<file path="src/rtl/pipe_adder.sv">
// Carry-pipelined adder/subtractor: WIDTH bits split into SEG ripple segments,
// one segment per stage, with input skew and output deskew so results emerge aligned.
module pipe_adder #(
    parameter int WIDTH = 16,
    parameter int SEG   = 4
) (
    input  logic             clk,
    input  logic             rst,
    input  logic             en,
    input  logic             i_valid,
    input  logic [WIDTH-1:0] i_a,
    input  logic [WIDTH-1:0] i_b,
    input  logic             i_ci,
    input  logic             i_sub,
    output logic             o_valid,
    output logic [WIDTH-1:0] o_s,
    output logic             o_co,
    output logic             o_ovf
);
    localparam int W = WIDTH / SEG;

    // Ripple add of one W-bit segment; returns {carry_out, sum}.
    function automatic logic [W:0] seg_add(input logic [W-1:0] a,
                                           input logic [W-1:0] b,
                                           input logic         ci);
        logic [W-1:0] s;
        logic         c;
        s = '0;
        c = ci;
        for (int i = 0; i < W; i++) begin
            s[i] = a[i] ^ b[i] ^ c;
            c    = (a[i] & b[i]) | (c & (a[i] ^ b[i]));
        end
        return {c, s};
    endfunction

    logic [WIDTH-1:0] b_eff;
    logic             c_eff;

    assign b_eff = i_sub ? ~i_b : i_b;
    assign c_eff = i_sub | i_ci;

    for (genvar k = 0; k < SEG; k++) begin : g_seg
        localparam int RW = WIDTH - k * W;
        localparam int SW = (k + 1) * W;

        logic [RW-1:0] a_cur;
        logic [RW-1:0] b_cur;
        logic          c_cur;
        logic          v_cur;
        logic [W:0]    r;
        logic [SW-1:0] s_nxt;
        logic [SW-1:0] s_p;
        logic          cy_p;
        logic          vld_p;

        if (k == 0) begin : g_head
            assign a_cur = i_a;
            assign b_cur = b_eff;
            assign c_cur = c_eff;
            assign v_cur = i_valid;
            assign s_nxt = r[W-1:0];
        end else begin : g_body
            assign a_cur = g_seg[k-1].g_fwd.a_p;
            assign b_cur = g_seg[k-1].g_fwd.b_p;
            assign c_cur = g_seg[k-1].cy_p;
            assign v_cur = g_seg[k-1].vld_p;
            assign s_nxt = {r[W-1:0], g_seg[k-1].s_p};
        end

        assign r = seg_add(a_cur[W-1:0], b_cur[W-1:0], c_cur);

        // Stage k+1 boundary: finished low sum bits, segment carry and valid
        always_ff @(posedge clk) begin
            if (rst) begin
                s_p   <= '0;
                cy_p  <= 1'b0;
                vld_p <= 1'b0;
            end else if (en) begin
                s_p   <= s_nxt;
                cy_p  <= r[W];
                vld_p <= v_cur;
            end
        end

        if (k < SEG - 1) begin : g_fwd
            logic [RW-W-1:0] a_p;
            logic [RW-W-1:0] b_p;

            // Unconsumed operand bits ride along to the next segment
            always_ff @(posedge clk) begin
                if (rst) begin
                    a_p <= '0;
                    b_p <= '0;
                end else if (en) begin
                    a_p <= a_cur[RW-1:W];
                    b_p <= b_cur[RW-1:W];
                end
            end
        end else begin : g_tail
            logic ovf_p;

            // Carry into the MSB equals a^b^s at that bit, so ovf = that ^ carry out
            always_ff @(posedge clk) begin
                if (rst) begin
                    ovf_p <= 1'b0;
                end else if (en) begin
                    ovf_p <= a_cur[W-1] ^ b_cur[W-1] ^ r[W-1] ^ r[W];
                end
            end
        end
    end

    assign o_valid = g_seg[SEG-1].vld_p;
    assign o_s     = g_seg[SEG-1].s_p;
    assign o_co    = g_seg[SEG-1].cy_p;
    assign o_ovf   = g_seg[SEG-1].g_tail.ovf_p;

endmodule

</file>
<file path="config.mk">
export PLATFORM = sky130hd
export DESIGN_NAME = pipe_adder
export DESIGN_NICKNAME = d
export VERILOG_FILES = /design/src/rtl/pipe_adder.sv
export SDC_FILE = /design/constraint.sdc
export NUM_CORES = 1
export LEC_CHECK = 0
export ABC_AREA = 1
export ABC_CLOCK_PERIOD_IN_PS = 2800
export BUFFER_PORTS_ARGS = -buffer_cell sky130_fd_sc_hd__clkbuf_2
export CAP_MARGIN = 20
export CORE_MARGIN = 2
export CORE_UTILIZATION = 30
export DETAILED_ROUTE_END_ITERATION = 6
export PLACE_DENSITY = 0.54
export SLEW_MARGIN = 5
export SYNTH_ARGS = -nofsm -noshare
export SYNTH_HDL_FRONTEND = slang
export SYNTH_SLANG_ARGS = --single-unit
</file>
<file path="constraint.sdc">
create_clock -name clk -period 2.8 [get_ports clk]
set_input_delay 0.14 -clock clk [delete_from_list [all_inputs] [get_ports clk]]
set_output_delay 0.14 -clock clk [all_outputs]
set_load 0.05 [all_outputs]
</file>
Word-level counts from Yosys, hierarchy flattened
Index checks and enable logic that the tools add are counted.
{ "word_totals": {"reg_bits": 97, "latch_bits": 0, "mem_bits_rw": 0, "mem_bits_ro": 0, "inputBits": 38, "out_inout_bits": 19, "elab_cells": 104, "memories": 0} }
{ "op_classes": {"add_sub_neg": 0, "n_mul": 0, "n_div": 0, "magnitude_cmp": 0, "eq_ne": 0, "shift": 0, "muxes": 1, "bitwise_logic": 84, "n_reduce_logical": 0} }
{ "ops": {"columns": ["operator", "n"], "rows": [
  ["XOR 1 bit", 34],
  ["AND 1 bit", 32],
  ["OR 1 bit", 17],
  ["two-way mux 16 bit", 1],
  ["NOT 16 bit", 1]
]} }

Depth between registers and ports, before layout
Gate-level depths: netlist of run 1.
{ "depth": {"ltp_word": 11, "depth_mapped": 12, "ltp_nobuf": 12} }

Worst setup path before layout of run 1
OpenSTA, ideal clock, no wires.
{ "synth_timing": {"path_type": "input-to-reg", "from": "input port i_sub", "to": "register g_seg[0].s_p[3]", "setup_time_ps": 132, "t_arrival_ps": 2231, "required_time_ps": 2668, "slack_ps": 437, "cell_stages": 11, "n_path_buf": 2, "cell_sequence": "buf_2 -> buf_2 -> xor2_1 -> fa_1 -> inv_1 -> fa_1 -> fa_1 -> inv_1 -> fa_1 -> nand2_1 -> a21oi_1"} }
{ "synth_via": {"elab_chain_len": 9, "word_cells_on_any_way": 16, "classes_between": "mux: 1; bitwise: 15"} }
{ "synth_rtl": {"columns": ["element", "line", "text"], "rows": [
  ["start, declared", "14", "input logic i_sub,"],
  ["two-way mux 16 bit", "40", "assign b_eff = i_sub ? ~i_b : i_b;"],
  ["XOR 1 bit", "32", "c = (a[i] & b[i]) | (c & (a[i] ^ b[i]));"],
  ["AND 1 bit", "32", null],
  ["OR 1 bit", "32", null],
  ["AND 1 bit", "32", null],
  ["OR 1 bit", "32", null],
  ["AND 1 bit", "32", null],
  ["OR 1 bit", "32", null],
  ["XOR 1 bit *", "31", "s[i] = a[i] ^ b[i] ^ c;"],
  ["named net g_seg[0].r[3]", "51", "logic [W:0] r;"],
  ["end signal, assigned", "80", "s_p <= s_nxt;"],
  ["end, declared", "53", "logic [SW-1:0] s_p;"]
]} }
The timed path passes the listed nets; every way through them passes the cells marked *.
A chain may end at the register's enable or synchronous reset.

Worst setup path in the final report of run 1
{ "layout_timing": {"from": "register g_seg[2].g_fwd.a_p[0]", "to": "register g_seg[3].g_tail.ovf_p (netlist: o_ovf)"} }
{ "layout_via": {"elab_chain_len": 10, "word_cells_on_any_way": 13, "classes_between": "bitwise: 13"} }
{ "layout_rtl": {"columns": ["element", "line", "text"], "rows": [
  ["start, declared", "87", "logic [RW-W-1:0] a_p;"],
  ["start signal, assigned", "96", "a_p <= a_cur[RW-1:W];"],
  ["XOR 1 bit", "32", null],
  ["AND 1 bit", "32", null],
  ["OR 1 bit *", "32", null],
  ["AND 1 bit *", "32", null],
  ["OR 1 bit *", "32", null],
  ["AND 1 bit *", "32", null],
  ["OR 1 bit *", "32", null],
  ["XOR 1 bit / AND 1 bit (equally long branches)", "31, 32", null],
  ["XOR 1 bit / OR 1 bit (equally long branches)", "108, 32", null],
  ["XOR 1 bit *", "108", "ovf_p <= a_cur[W-1] ^ b_cur[W-1] ^ r[W-1] ^ r[W];"],
  ["end signal, assigned", "108", null],
  ["end, declared", "101", "logic ovf_p;"]
]} }
Mark *: on every way between the ends. The rest lies on a longest branch, timed or not.

==> results.json, run 1 <==
{
  "status": "finished clean",
  "fin_tns_setup_ns": 0,
  "place.detailed.instances": 718,
  "cts-resized-gates": 0,
  "average_instance_area_after_synthesis_sq_um": 7.95,
  "dieArea_sq_um": 14700,
  "crit_fanout": 2,
  "design.core.area_sq_um": 13300,
  "detailroute.via_count": 3124,
  "detail_route.wl_per_cell_microns": 11.1,
  "timing.critical_path.slowest_stage_cell": "fa_1",
  "timing.critical_path.mode_cell": "fa_1",
  "yosys.area.top_type_share_pct": 47.2,
  "grt_max_degree": 88,
  "final_layout_size_suffix_gt1_share_pct": 15.3,
  "clock_tree_from_tritoncts": "built",
  "worstPathArrival_ns": 2.47,
  "grt_pass1_wl_mm": 13.5,
  "cts-buffers-inserted": 9,
  "intPower_mw": 2.19,
  "fill_cells": 1423,
  "clkSlewWorstSetupHoldPaths_ns": 0.06,
  "drc": 0,
  "netSwitchingPower_mw": 0.728,
  "ys.warnings.count": 0,
  "netlist_area_sq_um": 4110,
  "initial_antenna_violation_count": 0,
  "crit_path_start_kind": "flip-flop",
  "area_growth_syn_to_layout_pct": 14.5,
  "overflow": 0,
  "hold_worst_slack_ns": 0.0438,
  "sort_of_element_at_the_end_of_the_critical_path": "flip-flop",
  "synthesis.nets": 572,
  "antenna-diode-count": 0,
  "area_taken_by_multi_input_logic_gates_sq_um": 1770,
  "final_max_slew_viol_count": 0,
  "p_per_area_nw_per_um2": 619,
  "vias_per_cell": 4.26,
  "cts-root-to-sink-buffers": 2,
  "fin_crit_ns": 2.24,
  "groute.usage.overall_pct": 11.5,
  "final_nets": 608,
  "std_cell_rows": 42,
  "design.portCount": 57,
  "min_period_over_period_pct": 80.2,
  "synth-seq-cells": 97,
  "worst_ir_drop_vdd_v": 0.000251,
  "yosysUniqueCellTypes": 19,
  "synthTopCellsByArea": "dfxtp_1 47%, nand2_1 15%, a21oi_1 7.9%",
  "setup-violations-final": 0,
  "ff_latch_area_sq_um": 1940,
  "cts_root_buf": "clkbuf_16",
  "p_sw_share_pct": 24.9,
  "timing.critical_path.required_ns": 3.03,
  "post_layout_nonfiller_instances": 733,
  "pwr-share-seq_pct": 51.1,
  "syn_inst": 517,
  "finalHoldViolCount": 0,
  "drtPass1Iterations": 4,
  "netlist.top_cell.by_area": "dfxtp_1",
  "grt_pass1_vias": 2873,
  "clock_sinks": 97,
  "pwr-share-clk_pct": 37.6,
  "power.combinational.fraction_pct": 11.3,
  "max_capacitance_violation_count": 0,
  "placement.io_buffers": 56,
  "slew_headroom_pct": 42.0,
  "dieWidth_microns": 121,
  "timing_worst_setup_path_type": "reg -> reg",
  "cp_cell_sequence": "inv_1 > fa_1 > inv_1 > fa_1 > fa_1 > inv_1 > fa_1 > nor2_1 > nand3_1 > nand2_1 > nor2_1",
  "finalPower_mw": 2.92,
  "cts_setup_buffers": 0,
  "timing.critical_path.slowest_cell_delay_ns": 0.42,
  "effective_utilization_at_floorplan_pct": 30.9,
  "cts_htree_levels": 3,
  "p_leak_nw": 2.01,
  "clkLatencyLatePin_ns": 0.33,
  "proportion_of_synthesized_chip_area_in_sequential_cells_pct": 47.2,
  "post-dp-hpwl_mm": 5.44,
  "antenna_violating_nets_post_route": 0,
  "rsz0062_at_grt": "no",
  "tightestPinTransition_ns": 0.869,
  "fin_skew_ns": 0.00570,
  "holdBufCountCts": 0,
  "drt-initial-drc-count": 192,
  "drt_wl_total_mm": 8.15,
  "min-delay-path-class": "in -> reg",
  "fp.dieH_microns": 121,
  "finalWeightedCongestion": 0.753,
  "max_freq_mhz": 446
}
-- registers in the layout (all words and copies together), names as in the netlist --
signal           cells
o_ovf                1
o_co                 1
o_valid              1
g_seg.vld_p          3
g_seg.s_p           24
g_seg.cy_p           3
g_seg.g_fwd.b_p     24
o_s                 16
g_seg.g_fwd.a_p     24
-- cell usage in the layout, fill, tap and decap left out, types with 6 or more instances in the layout --
cell type	Yosys	layout
nand2_1	164	164
dfxtp_1	97	97
a21oi_1	65	65
clkbuf_2	0	54
inv_1	52	52
nor2_1	46	46
fa_1	16	16
nand3_1	13	13
a211oi_1	11	11
a211oi_2	10	10
clkbuf_16	0	9
buf_4	6	6
-- power by group through the flow --
stage | sequential [mW] | clock, mW | combinational [mW]
after floorplan | 1.54 | 0 | 0.229
after global placement | 1.52 | 0 | 0.327
after detailed placement | 1.52 | 0 | 0.336
after CTS | 1.49 | 1.14 | 0.337
after global routing | 1.50 | 1.19 | 0.380
final | 1.49 | 1.10 | 0.330
-- cells in the mapped netlist --
library cell	number
a21oi_1	65
inv_1	52
fa_1	16
clkbuf_1	6
xor2_1	2
xnor2_1	2
inv_4	1
a211oi_2	10
nor3b_1	1
dfxtp_1	97
nor2_1	46
nand3_1	13
buf_4	6
a211oi_1	11
nand2_1	164
or2_2	1
buf_2	20
buf_6	3
ha_1	1
-- per-layer routing --
metal / wire (microns) / global-route usage, % / vias up
met5: 0 / 0 / -
met4: 120 / 4.36 / 0
met3: 457 / 3.38 / 8
met2: 3210 / 16.3 / 58
met1: 4360 / 16.4 / 1381
li1: - / - / 1677
-- cells by family (layout without fill, tap and decap cells) --
logic type | Yosys count | count (layout) | share of synthesized area, %
adders and majority gates | 17 | 17 | 8.09
xor gates and xnor gates | 4 | 4 | 0.852
AOI/OAI and AO/OA | 86 | 86 | 13.0
buffers and inverters | 88 | 128 | 9.80
DFF | 97 | 97 | 47.2
and+or+nand+nor | 225 | 225 | 21.1
-- layout make-up --
type                       instances  share of cell area, %
tap                              176                   4.67
inverter                          53                   4.28
clock buffer                      12                   5.23
multi-input combinational        332                   37.5
timing repair buffer              60                   6.69
sequential                        97                   41.2
clock inverter                     3                  0.372
-- stage by stage --
step	setup WS, ns	area (sq um)	utilization (%)
finish	0.556	4710	35.4
global route	0.455	4710	35.4
CTS	0.524	4710	35.4
detailed placement	0.470	4450	33.4
global placement	0.585	4450	33.4
floorplan	0.437	4110	-
-- final timing paths --
check	startpoint	to	slack, ns	cells after the start
setup reg to reg	g_seg[2].g_fwd.a_p[0]	o_ovf	0.56	11
hold reg to reg	o_s[11]	o_s[11]	0.46	2
setup / recovery	g_seg[2].g_fwd.a_p[0]	o_ovf	0.56	11
hold / removal	i_a[12]	g_seg[0].g_fwd.a_p[8]	0.04	3
-- worst max-delay path, delay by kind of cell, from the launching register on --
family,cells,cell delay [ns]
fa+ha+maj,4,1.34
flops,1,0.30
simple gates,4,0.29
buf+inv,3,0.21
(Power assumes the default switching activity.)
==> inputs of run 2 (changes only) <==
--- a/config.mk
+++ b/config.mk
@@ -6,7 +6,7 @@
 export NUM_CORES = 1
 export LEC_CHECK = 0
 export ABC_AREA = 1
-export ABC_CLOCK_PERIOD_IN_PS = 2800
+export ABC_CLOCK_PERIOD_IN_PS = 2200
 export BUFFER_PORTS_ARGS = -buffer_cell sky130_fd_sc_hd__clkbuf_2
 export CAP_MARGIN = 20
 export CORE_MARGIN = 2
==> constraint.sdc (replaced) <==
create_clock -name clk -period 2.2 [get_ports clk]
set_input_delay 0.11 -clock clk [delete_from_list [all_inputs] [get_ports clk]]
set_output_delay 0.11 -clock clk [all_outputs]
set_load 0.05 [all_outputs]
==> run 2 against run 1 <==
Against the previous run:
- clock power rose by 52%
- first-iteration DRC count fell by 10%
- core utilization is 1.3 points higher
- combinational power rose by 35%
- sequential power rose by 28%
- cell count grew 1.4%
- via count up 1.3%
- count of clock-buffer cells in the layout did not move
- fmax increased by 2.6%
- critical path depth unchanged
- flip-flop and latch count did not move
- global-route usage is 0.70 points higher
==> results.json, run 2 (synthesis gave the netlist of run 1 again) <==
{
  "fp.dieH_microns": 121,
  "worstPathArrival_ns": 2.42,
  "finalWeightedCongestion": 0.741,
  "timing.critical_path.slowest_stage_cell": "fa_2",
  "p_per_area_nw_per_um2": 820,
  "cts-root-to-sink-buffers": 2,
  "hold_worst_slack_ns": 0.00376,
  "met1Wirelength_mm": 4.53,
  "initial_antenna_violation_count": 0,
  "clkSlewWorstSetupHoldPaths_ns": 0.07,
  "antenna_violating_nets_post_route": 0,
  "fin_area_sq_um": 4890,
  "grt_max_degree": 108,
  "crit_fanout": 2,
  "crit_path_start_kind": "flip-flop",
  "fill_cells": 1414,
  "overflow": 0,
  "min-delay-path-class": "in -> reg",
  "max_freq_mhz": 457,
  "place_area_sq_um": 4530,
  "min_period_over_period_pct": 99.4,
  "p_leak_nw": 2.08,
  "finalHoldViolCount": 0,
  "mostFrequentLayoutCells": "164 x nand2_1, 95 x dfxtp_1, 65 x a21oi_1",
  "grt_pass1_vias": 3076,
  "drc": 0,
  "antenna-diode-count": 0,
  "dieWidth_microns": 121,
  "fin_skew_ns": 0.00793,
  "cts_setup_buffers": 0,
  "critical-path-top-delay-family": "adder cells",
  "clock_tree_from_tritoncts": "built",
  "area_growth_syn_to_layout_pct": 18.8,
  "final_layout_size_suffix_gt1_share_pct": 19.9,
  "finalPower_mw": 4.01,
  "detail_route.wl_per_cell_microns": 11.1,
  "worst_ir_drop_vdd_v": 0.000486,
  "tightestPinTransition_ns": 0.566,
  "setup-violations-final": 0,
  "timing.critical_path.slowest_cell_delay_ns": 0.43,
  "clock_sinks": 97,
  "post-dp-hpwl_mm": 5.60,
  "vias_per_cell": 4.26,
  "rsz0062_at_grt": "yes",
  "cts-buffers-inserted": 9,
  "design.core.area_sq_um": 13300,
  "final_max_slew_viol_count": 0,
  "slew_headroom_pct": 62.2,
  "clkLatencyLatePin_ns": 0.34,
  "max_capacitance_violation_count": 0,
  "design.portCount": 57,
  "placement.io_buffers": 56,
  "ff_latch_area_sq_um": 1940,
  "fin_crit_ns": 2.19,
  "status": "finished clean",
  "drt_wl_total_mm": 8.26,
  "dieArea_sq_um": 14700,
  "routed-wl-met3_microns": 320,
  "critical_path.n_buffers_inverters": 3,
  "sort_of_element_at_the_end_of_the_critical_path": "flip-flop",
  "grt_pass1_wl_mm": 14.5,
  "cp_cell_sequence": "inv_2 > fa_2 > inv_2 > fa_2 > fa_2 > inv_2 > fa_2 > nor2_1 > nand3_1 > nand2_1 > nor2_1",
  "detailroute.via_count": 3164,
  "std_cell_rows": 42,
  "area_taken_by_multi_input_logic_gates_sq_um": 1800,
  "timing_worst_setup_path_type": "reg -> reg",
  "drtPass1Iterations": 4,
  "groute.usage.overall_pct": 12.2,
  "drt-initial-drc-count": 172,
  "cts_root_buf": "clkbuf_16",
  "timing.critical_path.required_ns": 2.43,
  "final_nets": 617,
  "layout.cells.most_common": "nand2_1",
  "layout_top_registers": "g_seg.g_fwd.a_p x24, g_seg.g_fwd.b_p x24, g_seg.s_p x24",
  "cts_htree_levels": 3,
  "wl_met2_mm": 3.28,
  "max_layer_used": "met4",
  "timing.critical_path.mode_cell": "fa_2",
  "effective_utilization_at_floorplan_pct": 30.9
}
-- run 2: changes by cell type in the layout (fill, tap and decap cells not counted), moves of 6 or more --
| cell | previous run | this run |
|---|---|---|
| fa_1 | 16 | 10 |
| inv_2 | 0 | 8 |
| fa_2 | 0 | 6 |
| inv_1 | 52 | 44 |
| buf_4 | 6 | 13 |
-- run 2: worst min-delay path, cell delays in order --
cell and delay (ns):
clkbuf_2 0.08, nand2_1 0.05, a21oi_1 0.06
-- run 2: layer usage --
layer	GRT usage, %	vias to the layer above
li1	-	1689
met1	17.9	1408
met2	17.2	55
met3	3.05	12
met4	4.14	0
met5	0	-
-- run 2: final timing paths --
kind | slack (ns) | depth (start not counted) | from | endpoint
setup / recovery | 0.01 | 11 | g_seg[2].g_fwd.b_p[0] | o_ovf
hold reg to reg | 0.46 | 2 | g_seg[0].g_fwd.a_p[8] | g_seg[0].g_fwd.a_p[8]
hold / removal | 0.004 | 3 | i_a[10] | g_seg[0].g_fwd.a_p[6]
setup reg to reg | 0.01 | 11 | g_seg[2].g_fwd.b_p[0] | o_ovf
-- run 2: cell type report --
class	count	share of cell area [%]
multi-input cells	332	36.8
flip-flops and latches	97	39.8
well taps	176	4.51
clock buffers	12	5.04
clock inverters	4	1.56
inverters	53	4.12
repair buffers	69	8.14
-- run 2: stage by stage --
stage | instances | setup TNS (ns) | worst slack, ns | util [%]
floorplan | 517 | 0 | 0.0209 | -
global placement | 726 | 0 | 0.0109 | 34.0
detailed placement | 726 | -0.0609 | -0.0609 | 34.0
CTS | 743 | 0 | 0.00637 | 36.6
global route | 743 | -0.133 | -0.0880 | 36.8
finish | 743 | 0 | 0.0122 | 36.8
-- run 2: report_power, final --
group | switching [mW] | internal (mW) | total, mW
clock | 0.639 | 1.03 | 1.67
combinational | 0.277 | 0.167 | 0.444
sequential | 0.0484 | 1.85 | 1.90
-- run 2: what timing repair did --
action                                 CTS  global route
resized for setup                        6            12
hold buffers                             1             0
gates cloned                             0             0
pin swaps                                3             5
setup endpoints to repair                2             4
endpoints found under the hold margin    1             0
==> inputs of run 3 (changes only) <==
--- a/config.mk
+++ b/config.mk
@@ -12,7 +12,8 @@
 export CORE_MARGIN = 2
 export CORE_UTILIZATION = 30
 export DETAILED_ROUTE_END_ITERATION = 6
-export PLACE_DENSITY = 0.54
+export PLACE_DENSITY_LB_ADDON = 0.08
+export REMOVE_ABC_BUFFERS = 1
 export SLEW_MARGIN = 5
 export SYNTH_ARGS = -nofsm -noshare
 export SYNTH_HDL_FRONTEND = slang
==> run 3 against run 2 <==
Against the previous run:
- combinational power is essentially flat
- via count grew 1.8%
- non-clock buffer count grew 6
- final area grew 0.41%
- largest cell class unchanged
- fmax grew 3.1%
- global-route usage grew 0.12 points
- clock skew shrank 0.0024 ns
==> results.json, run 3 (synthesis gave the netlist of run 1 again) <==
{
  "final_layout_size_suffix_gt1_share_pct": 18.5,
  "status": "finished clean",
  "layout_top_registers": "g_seg.g_fwd.a_p x24, g_seg.g_fwd.b_p x24, g_seg.s_p x24",
  "crit_path_start_kind": "flip-flop",
  "design.portCount": 57,
  "worstPathArrival_ns": 2.34,
  "clock_tree_from_tritoncts": "built",
  "fin_skew_ns": 0.00550,
  "grt_pass1_vias": 3009,
  "p_leak_nw": 2.09,
  "drt_wl_total_mm": 8.37,
  "timing_worst_setup_path_type": "reg -> reg",
  "cts_root_buf": "clkbuf_16",
  "rsz0062_at_grt": "yes",
  "groute.usage.overall_pct": 12.3,
  "tightestPinTransition_ns": 0.639,
  "design.core.area_sq_um": 13300,
  "effective_utilization_at_floorplan_pct": 30.9,
  "final_max_slew_viol_count": 0,
  "vias_per_cell": 4.30,
  "grt_pass1_wl_mm": 14.2,
  "cts_htree_levels": 3,
  "worst_ir_drop_vdd_v": 0.000275,
  "layout.cells.most_common": "nand2_1",
  "finalHoldViolCount": 0,
  "dieWidth_microns": 121,
  "sort_of_element_at_the_end_of_the_critical_path": "flip-flop",
  "finalWeightedCongestion": 0.650,
  "cts-buffers-inserted": 9,
  "clkLatencyLatePin_ns": 0.34,
  "p_per_area_nw_per_um2": 793,
  "grt_max_degree": 62,
  "detailroute.via_count": 3220,
  "max_capacitance_violation_count": 0,
  "setup-violations-final": 0,
  "finish.utilization_pct": 36.9,
  "timing.critical_path.required_ns": 2.42,
  "fin_crit_ns": 2.12,
  "mostFrequentLayoutCells": "164 x nand2_1, 95 x dfxtp_1, 65 x a21oi_1",
  "placement.io_buffers": 56,
  "antenna_violating_nets_post_route": 0,
  "dieArea_sq_um": 14700,
  "initial_antenna_violation_count": 0,
  "overflow": 0,
  "antenna-diode-count": 0,
  "std_cell_rows": 42,
  "drc": 0,
  "min_period_over_period_pct": 96.5,
  "drt-initial-drc-count": 184,
  "final_nets": 623,
  "crit_fanout": 2,
  "hold_worst_slack_ns": 0.0176,
  "drtPass1Iterations": 4,
  "clkSlewWorstSetupHoldPaths_ns": 0.06,
  "cts_setup_buffers": 0,
  "slew_headroom_pct": 57.4,
  "min-delay-path-class": "in -> reg",
  "fp.dieH_microns": 121,
  "cts-root-to-sink-buffers": 2,
  "clock_sinks": 97,
  "detail_route.wl_per_cell_microns": 11.2,
  "post-dp-hpwl_mm": 5.15,
  "max_freq_mhz": 471,
  "area_growth_syn_to_layout_pct": 19.3
}
-- run 3: final timing paths --
path	start	end	slack, ns	depth (start not counted)
max	g_seg[2].cy_p	o_s[15]	0.08	9
min	i_a[8]	g_seg[0].g_fwd.a_p[4]	0.02	3
min reg2reg	g_seg[1].s_p[0]	g_seg[1].s_p[0]	0.46	2
max reg2reg	g_seg[2].cy_p	o_s[15]	0.08	9
-- run 3: through the flow --
step / instance area, sq um / TNS (ns) / setup WS (ns) / std cells / power (mW)
finish: 4910 / 0 / 0.0773 / 749 / 3.89
detailed placement: 4500 / -0.0682 / -0.0415 / 724 / 2.37
global route: 4910 / -0.104 / -0.0522 / 749 / 4.11
global placement: 4500 / -0.0282 / -0.0282 / 724 / 2.36
floorplan: 3910 / 0 / 0.0522 / 482 / 2.18
CTS: 4890 / 0 / 0.0160 / 749 / 3.96
-- run 3: per-layer routing --
| layer | vias to the layer above | wire, microns | track usage [%] |
|---|---|---|---|
| li1 | 1709 | - | - |
| met1 | 1464 | 4080 | 15.6 |
| met2 | 35 | 3840 | 19.8 |
| met3 | 12 | 263 | 2.40 |
| met4 | 0 | 178 | 6.54 |
| met5 | - | 0 | 0 |
-- run 3: report_power, final --
group | total [mW] | leakage, nW | internal [mW] | switching [mW]
clock | 1.55 | 0.144 | 0.910 | 0.644
sequential | 1.89 | 0.795 | 1.85 | 0.0435
combinational | 0.445 | 1.15 | 0.170 | 0.275
total | 3.89 | 2.09 | 2.93 | 0.963
-- run 3: layout make-up --
type / count / area [sq um]
fill: 1388 / 8390
sequential: 97 / 1940
multi-input combinational: 332 / 1790
timing repair buffer: 75 / 463
clock buffer: 13 / 250
tap: 176 / 220
inverter: 53 / 201
clock inverter: 3 / 40.0
-- run 3: worst max-delay path: stages (launching register included) --
cell     delay [ns]
dfxtp_2        0.33
inv_2          0.04
fa_1           0.40
inv_1          0.07
fa_2           0.19
fa_2           0.19
inv_2          0.04
fa_1           0.50
nand2_1        0.07
nor3b_2        0.18
-- run 3: timing repair --
item | in CTS | in global routing
setup endpoints to repair | 3 | 4
hold buffers | 9 | 0
gates resized for setup | 3 | 12
pin swaps | 2 | 3
endpoints found under the hold margin | 9 | 0
